<file path="src/rtl/alu_dword_seq_pkg.sv">
// Shared definitions for the sequenced 32-bit ALU: widths, request/ALU op codes and FSM states.
// Also provides the request-to-ALU opcode mapping.
package alu_dword_seq_pkg;

    localparam int unsigned WordSize  = 16;
    localparam int unsigned DwordSize = 2 * WordSize;

    typedef enum logic [1:0] {
        OpAdd = 2'b00,
        OpSub = 2'b01,
        OpAnd = 2'b10,
        OpOr  = 2'b11
    } req_op_e;

    typedef enum logic [1:0] {
        AluOpAdd = 2'b00,
        AluOpSub = 2'b01,
        AluOpAnd = 2'b10,
        AluOpOrr = 2'b11
    } alu_op_e;

    typedef enum logic [1:0] {
        StIdle = 2'b00,
        StLo   = 2'b01,
        StHi   = 2'b10,
        StResp = 2'b11
    } state_e;

    function automatic alu_op_e to_alu_op(input req_op_e op);
        alu_op_e res;
        unique case (op)
            OpAdd:   res = AluOpAdd;
            OpSub:   res = AluOpSub;
            OpAnd:   res = AluOpAnd;
            default: res = AluOpOrr;
        endcase
        return res;
    endfunction

endpackage

</file>
<file path="src/rtl/alu_dword_seq_alu.sv">
// 16-bit ALU: add/sub with carry/borrow in and out, bitwise AND/OR, unsigned compare.
// Cout is forced to 0 for the logic ops.
module alu_dword_seq_alu
    import alu_dword_seq_pkg::*;
(
    input  alu_op_e             op,
    input  logic [WordSize-1:0] a,
    input  logic [WordSize-1:0] b,
    input  logic                cin,
    output logic [WordSize-1:0] result,
    output logic                cout,
    output logic [1:0]          compare
);

    logic [WordSize:0] sum;
    logic [WordSize:0] diff;

    always_comb begin
        sum  = {1'b0, a} + {1'b0, b} + {{WordSize{1'b0}}, cin};
        // Cin acts as borrow-in; the top bit of the extended difference is the borrow-out.
        diff = {1'b0, a} - {1'b0, b} - {{WordSize{1'b0}}, cin};
        result = '0;
        cout   = 1'b0;
        unique case (op)
            AluOpAdd: begin
                result = sum[WordSize-1:0];
                cout   = sum[WordSize];
            end
            AluOpSub: begin
                result = diff[WordSize-1:0];
                cout   = diff[WordSize];
            end
            AluOpAnd: result = a & b;
            default:  result = a | b;
        endcase
    end

    always_comb begin
        if (a == b) begin
            compare = 2'b00;
        end else if (a > b) begin
            compare = 2'b10;
        end else begin
            compare = 2'b11;
        end
    end

endmodule

</file>
<file path="src/rtl/alu_dword_seq.sv">
// 32-bit ADD/SUB/AND/OR executed as low then high pass through one shared 16-bit ALU.
// Optional 32-bit SUB compare code built only when ALU_SEQ_CMP_EN is defined.
module alu_dword_seq
    import alu_dword_seq_pkg::*;
(
    input  logic                 clk,
    input  logic                 reset,
    input  logic                 req_valid,
    output logic                 req_ready,
    input  logic [1:0]           req_op,
    input  logic [DwordSize-1:0] req_a,
    input  logic [DwordSize-1:0] req_b,
    output logic                 rsp_valid,
    input  logic                 rsp_ready,
    output logic [DwordSize-1:0] rsp_result,
    output logic                 rsp_cout,
    output logic [1:0]           rsp_cmp
);

    state_e state_q, state_d;

    req_op_e             op_q;
    logic [DwordSize-1:0] a_q, b_q;
    logic [WordSize-1:0]  lo_q;
    logic                 carry_q;
    logic [DwordSize-1:0] result_q;
    logic                 cout_q;

    logic                accept;
    logic [WordSize-1:0] alu_a, alu_b, alu_result;
    logic                alu_cin, alu_cout;
    logic [1:0]          alu_cmp_unused;

    assign accept = req_valid && req_ready;

    always_ff @(posedge clk) begin
        if (reset) begin
            state_q <= StIdle;
        end else begin
            state_q <= state_d;
        end
    end

    always_comb begin
        state_d = state_q;
        unique case (state_q)
            StIdle: if (accept) state_d = StLo;
            StLo:   state_d = StHi;
            StHi:   state_d = StResp;
            StResp: begin
                if (rsp_ready) begin
                    state_d = accept ? StLo : StIdle;
                end
            end
            default: state_d = StIdle;
        endcase
    end

    always_comb begin
        req_ready = (state_q == StIdle) || ((state_q == StResp) && rsp_ready);
        rsp_valid = (state_q == StResp);
        if (state_q == StHi) begin
            alu_a   = a_q[DwordSize-1:WordSize];
            alu_b   = b_q[DwordSize-1:WordSize];
            alu_cin = ((op_q == OpAdd) || (op_q == OpSub)) ? carry_q : 1'b0;
        end else begin
            alu_a   = a_q[WordSize-1:0];
            alu_b   = b_q[WordSize-1:0];
            alu_cin = 1'b0;
        end
    end

    alu_dword_seq_alu u_alu (
        .op      (to_alu_op(op_q)),
        .a       (alu_a),
        .b       (alu_b),
        .cin     (alu_cin),
        .result  (alu_result),
        .cout    (alu_cout),
        .compare (alu_cmp_unused)
    );

    always_ff @(posedge clk) begin
        if (reset) begin
            op_q     <= OpAdd;
            a_q      <= '0;
            b_q      <= '0;
            lo_q     <= '0;
            carry_q  <= 1'b0;
            result_q <= '0;
            cout_q   <= 1'b0;
        end else begin
            if (accept) begin
                op_q <= req_op_e'(req_op);
                a_q  <= req_a;
                b_q  <= req_b;
            end
            if (state_q == StLo) begin
                lo_q    <= alu_result;
                carry_q <= alu_cout;
            end
            if (state_q == StHi) begin
                result_q <= {alu_result, lo_q};
                cout_q   <= alu_cout;
            end
        end
    end

    assign rsp_result = result_q;
    assign rsp_cout   = cout_q;

`ifdef ALU_SEQ_CMP_EN
    logic [1:0]           cmp_q;
    logic [DwordSize-1:0] full_diff;

    assign full_diff = {alu_result, lo_q};

    always_ff @(posedge clk) begin
        if (reset) begin
            cmp_q <= 2'b00;
        end else if (state_q == StHi) begin
            if ((op_q == OpSub) && (full_diff != '0)) begin
                cmp_q <= {1'b1, full_diff[DwordSize-1]};
            end else begin
                cmp_q <= 2'b00;
            end
        end
    end

    assign rsp_cmp = cmp_q;
`else
    assign rsp_cmp = 2'b00;
`endif

endmodule

</file>
<file path="config.mk">
export PLATFORM = sky130hd
export DESIGN_NAME = alu_dword_seq
export DESIGN_NICKNAME = d
export VERILOG_FILES = /design/src/rtl/alu_dword_seq_pkg.sv /design/src/rtl/alu_dword_seq_alu.sv /design/src/rtl/alu_dword_seq.sv
export SDC_FILE = /design/constraint.sdc
export NUM_CORES = 1
export LEC_CHECK = 0
export ABC_AREA = 1
export CAP_MARGIN = 10
export CORE_ASPECT_RATIO = 1.2
export CORE_MARGIN = 10
export CORE_UTILIZATION = 55
export DETAILED_ROUTE_END_ITERATION = 10
export GPL_ROUTABILITY_DRIVEN = 0
export HOLD_SLACK_MARGIN = 0.03
export PLACE_DENSITY = 0.87
export SLEW_MARGIN = 20
export SYNTH_ARGS = -nofsm -noshare
export SYNTH_HDL_FRONTEND = slang
export SYNTH_SLANG_ARGS = --single-unit
</file>
<file path="constraint.sdc">
create_clock -name clk -period 4.6 [get_ports clk]
set_clock_uncertainty 0.2 [all_clocks]
set_input_delay 0.69 -clock clk [delete_from_list [all_inputs] [get_ports clk]]
set_output_delay 0.69 -clock clk [all_outputs]
set_load 0.01 [all_outputs]
</file>
Yosys cells after proc, flatten, opt, wreduce, memory -nomap -nowiden. Cells that the tools add are included.

Bits in registers: 118. Bits of input ports: 70. Output and inout bits: 37. Word-level logic and storage cells: 42.

Add/subtract/negate cells: 4. Equal/unequal tests: 9. Mux-type cells: 11. Bitwise operators: 2. Reduce and logical (&&, ||, !) cells: 8.

Operators by type and width (count): one-hot mux 16 bit (3 select lines) (1); 2-to-1 mux 16 bit (2); adder 16 x 16 -> 17 bit (1); adder 17 x 1 -> 17 bit (1); subtractor 16 x 16 -> 17 bit (1); subtractor 17 x 1 -> 17 bit (1); AND 16 bit (1); OR 16 bit (1); == test 2 bit, second input constant (4); one-hot mux 2 bit (4 select lines) (1); == test 2 x 1 -> 1 bit, second input constant (3); zero test 2 bit (3); one-hot mux 2 bit (3 select lines) (1); 2-to-1 mux 2 bit (2); 2-to-1 mux 1 bit (3); logical AND 1 bit (2); logical OR 1 bit (2); != test 2 x 1 -> 1 bit, second input constant (1); != test 2 bit, second input constant (1); one-hot mux 1 bit (2 select lines) (1); AND reduction 2 bit (1).

Longest topological paths before layout.
Depth in word-level cells: 7. Depth in mapped cells: 22. Gate-level depth less buffers: 21.

Cells and area by module. A second synthesis with hierarchy kept.

Cell total of the unflattened synthesis: 1217. Area, all modules: 7878.8 sq um.

By module, submodules not included: alu_dword_seq (instances 1, cells an instance 643, area each 4634.4 sq um); alu_dword_seq_alu (instances 1, cells an instance 574, area each 3244.4 sq um).

Worst setup path after synthesis. Ideal clock, no wire load.

Path kind: reg2reg. Start: reg state_q[0]. End: reg lo_q[6]. Library setup time: 128 ps. Data arrival time: 3052 ps. Data required time: 4272 ps. Path slack: 1220 ps. Stages on the path, launching flop included: 17. Cell sequence: dfxtp_1 inv_1 ha_1 buf_4 clkbuf_1 o21ai_0 inv_1 fa_1 fa_1 nand3_1 nand2_2 nand2_1 nand2_2 o21ai_0 o211ai_1 nor2_1 a21oi_1.

Longest elaborated chain between the ends: 5.

Ends and longest elaborated chain: from (decl) (line alu_dword_seq.sv:20) `state_e state_q, state_d;`; from (signal assigned) (line alu_dword_seq.sv:38) `state_q <= StIdle;`; from (signal assigned) (line alu_dword_seq.sv:40) `state_q <= state_d;`; == test 2 bit (line alu_dword_seq.sv:62) `if (state_q == StHi) begin`; 2-to-1 mux 16 bit (line alu_dword_seq.sv:62); subtractor 16 x 16 -> 17 bit / adder 16 x 16 -> 17 bit (equally long branches) (line alu_dword_seq_alu.sv:21, alu_dword_seq_alu.sv:19); subtractor 17 x 1 -> 17 bit / adder 17 x 1 -> 17 bit (equally long branches) (line alu_dword_seq_alu.sv:21, alu_dword_seq_alu.sv:19); one-hot mux 16 bit (3 select lines) (line alu_dword_seq_alu.sv:24) `unique case (op)`; to (signal assigned) (line alu_dword_seq.sv:99) `lo_q <= alu_result;`; to (decl) (line alu_dword_seq.sv:24) `logic [WordSize-1:0] lo_q;`.

Several ways; a longest one is shown, not always the timed one. A chain may end at the register's enable or synchronous reset.

Worst setup path after layout.
Start: reg state_q[0]. End: reg result_q[31] (netlist: rsp_result[31]).

Longest elaborated chain between the ends: 5.

Ends and longest elaborated chain: == test 2 bit (*) (line alu_dword_seq.sv:62, alu_dword_seq.sv:102); 2-to-1 mux 16 bit (line alu_dword_seq.sv:62); subtractor 16 x 16 -> 17 bit / adder 16 x 16 -> 17 bit (equally long branches) (line alu_dword_seq_alu.sv:21, alu_dword_seq_alu.sv:19); subtractor 17 x 1 -> 17 bit / adder 17 x 1 -> 17 bit (equally long branches) (line alu_dword_seq_alu.sv:21, alu_dword_seq_alu.sv:19); one-hot mux 16 bit (3 select lines) (line alu_dword_seq_alu.sv:24); to (signal assigned) (line alu_dword_seq.sv:103) `result_q <= {alu_result, lo_q};`; to (decl) (line alu_dword_seq.sv:26) `logic [DwordSize-1:0] result_q;`.

Every way passes the cells marked *; elsewhere a longest branch is shown, timed or not.

==> out/metrics.yaml <==
clock_tree:
  numCtsBuffers: 17
  root_buffer: "clkbuf_16"
  ctsResizeCount: 0
  clk_path_buf_depth: 2
  cts_max_level: 4
  hold_buffers: 0
  cts.sinks: 118
  clk_pin_slew_worst_paths_ps: 60
  insertion_delay_ps: 420
  cts_setup_buffers: 0
  cts_tree: "done"
critical_path:
  max_stage_delay_ps: 460
  arrival_ps: 4120
  path_class: "register to register"
  critical_path.max_fanout: 16
  end_kind: "register"
  path_cells: "inv_1 > ha_2 > inv_1 > buf_4 > or2_2 > o21ai_0 > ha_1 > ha_1 > inv_1 > nor3_1 > and2_1 > nand2_1 > nand2_1 > nand2_1 > nand3_1 > nand4_1 > nor2_1 > nor2_1"
  worstRegToRegCells: 18
  rrSetupSlack_ps: 590
  crit_slowest_cell: "ha_1"
  start_kind: "register"
  worst_ep_required_time_ps: 4710
global_routing:
  first_global_vias: 7015
  use_met2_pct: 37.4
  met1_usage_pct: 26.0
  grt_pass1_wl_um: 34600
  antenna_found_initial: 0
  track_usage_pct: 22.4
  grt-ovfl-total: 0
  grt.busiest_layer: "met2"
  grt_max_degree: 71
  grt_util_met3_pct: 5.49
sta:
  min_period_ps: 4010
  timing.fmax_mhz: 249
  relSlewSlack_pct: 33.4
  rsz0062_at_grt: "false"
  tightest_slew_ps: 998
  setup-tns-final_ps: 0
  final_max_slew_viol_count: 0
  post-route-period-util_pct: 87.2
  setup_viol: 0
  hold_viol_final: 0
synth:
  synth_area_per_cell_um2: 6.75
  synth_most_common_cell: "nor2_1"
  ys_warn_count: 0
  syn_inst: 1071
  synth_edf_count: 0
  yosys_register_bits: 118
  syn-cell-area_um2: 7230
  async_flop_share_pct: 0
  synth.distinct_cells: 42
  synth_top_area_cell: "dfxtp_1"
  synthTopCellsByArea: "dfxtp_1 (33%), o21ai_0 (11%), ha_1 (11%), nor2_1 (11%), nand2_1 (7.8%)"
  synth_top_area_share_pct: 32.7
  synthTopCellsByCount: "nor2_1 (205), o21ai_0 (164), nand2_1 (151), dfxtp_1 (118), inv_1 (111)"
  yosysSeqAreaShare_pct: 32.7
  ys.flop_type: "dfxtp_1"
cells_and_area:
  diodes: 0
  final_layout_size_suffix_gt1_share_pct: 8.38
  area_growth_pct: 23.6
  nNetsFinal: 1295
drt:
  via_per_inst: 5.49
  avgRoutedWirePerCell_um: 16.0
  first_pass_iters: 9
  route.detailed.drc: 1
  via_count: 7323
  drt_wl_total_um: 21300
  drt_iter0_markers: 667
  antenna_left: 0
floorplan:
  initial_utilization_pct: 56.6
  core_um2: 12800
  rows: 45
  io_pins: 107
  die_area_um2: 18200
  chipHeight_um: 146
  die_w_um: 125
placed_design:
  port_buffers: 104
  place_hpwl_um: 15400
outcome:
  failed_checks: "design-rule violations"
  outcome: "complete, but fails checks"
hold_path:
  hold_class: "register to register"
  min_path_cells: 2
job:
  maxCapViolCount: 0
-- flip-flops by register name, indices dropped and copies added, names as in the netlist --
name / flops
rsp_result: 32
rsp_cout: 1
carry_q: 1
a_q: 32
b_q: 32
op_q: 2
state_q: 2
lo_q: 16
-- layout make-up --
class                   instances  area, um^2
clock inverters                15         169
clock buffers                  17         425
repair buffers                112        1100
well taps                     164         205
flip-flops and latches        118        2360
inverters                     114         428
fillers                       986        3840
multi-input cells             793        4250
-- per-stage QoR --
stage	cells	utilization [%]	hold slack (ps)	area, um^2	setup slack (ps)
floorplan	1072	-	225	7230	1220
global placement	1301	65.3	251	8340	864
detailed placement	1301	65.3	264	8340	732
CTS	1333	69.9	277	8940	679
global route	1333	69.9	300	8940	374
finish	1333	69.9	273	8940	590
-- critical path: cells and delay by family, from the launching register on --
| kind | cells | cell delay [ps] |
|---|---|---|
| buf+inv | 4 | 770 |
| fa+ha+maj | 3 | 1100 |
| compound gates | 1 | 190 |
| flops | 1 | 410 |
| simple gates | 10 | 1240 |
-- final timing paths --
path,start,end
setup reg to reg,state_q[0],rsp_result[31]
hold / removal,b_q[25],b_q[25]
hold reg to reg,b_q[25],b_q[25]
setup / recovery,state_q[0],rsp_result[31]
-- layer usage --
metal,vias to the layer above,wire length [um]
met2,326,10100
met4,0,918
met3,65,1620
met5,-,0
met1,3309,8620
li1,3623,-
-- layout by cell type, fill, tap and decap left out, types with 3 or more instances in the layout --
| cell type | netlist | final |
|---|---|---|
| inv_6 | 0 | 4 |
| dfxtp_1 | 118 | 118 |
| or2_2 | 34 | 34 |
| ha_1 | 65 | 64 |
| nand4_1 | 5 | 5 |
| clkinv_4 | 0 | 3 |
| nand2_2 | 8 | 8 |
| nor3_1 | 7 | 7 |
| nor2_2 | 3 | 3 |
| clkdlybuf4s50_1 | 0 | 104 |
| inv_2 | 2 | 3 |
| nor2_1 | 205 | 205 |
| nand3_1 | 51 | 51 |
| a21boi_0 | 5 | 5 |
| buf_4 | 4 | 8 |
| a21oi_1 | 60 | 60 |
| o21ai_0 | 164 | 164 |
| clkbuf_16 | 0 | 17 |
| nand3_2 | 3 | 3 |
| nand2_1 | 151 | 151 |
| fa_1 | 4 | 4 |
| o21bai_1 | 4 | 4 |
| nand2_4 | 3 | 3 |
| inv_1 | 111 | 110 |
-- logic make-up (layout without fill, tap and decap cells) --
logic type | after synthesis | in the layout | share of synthesized area, %
compound gates | 243 | 243 | 17.6
fa+ha+maj | 69 | 69 | 12.4
buf+inv | 161 | 258 | 8.69
flops | 118 | 118 | 32.7
other cells | 1 | 2 | 0.0519
simple gates | 479 | 479 | 28.7
Power is not shown: default switching activity piles up to over one toggle a cycle in this logic, so the estimate is an artifact.
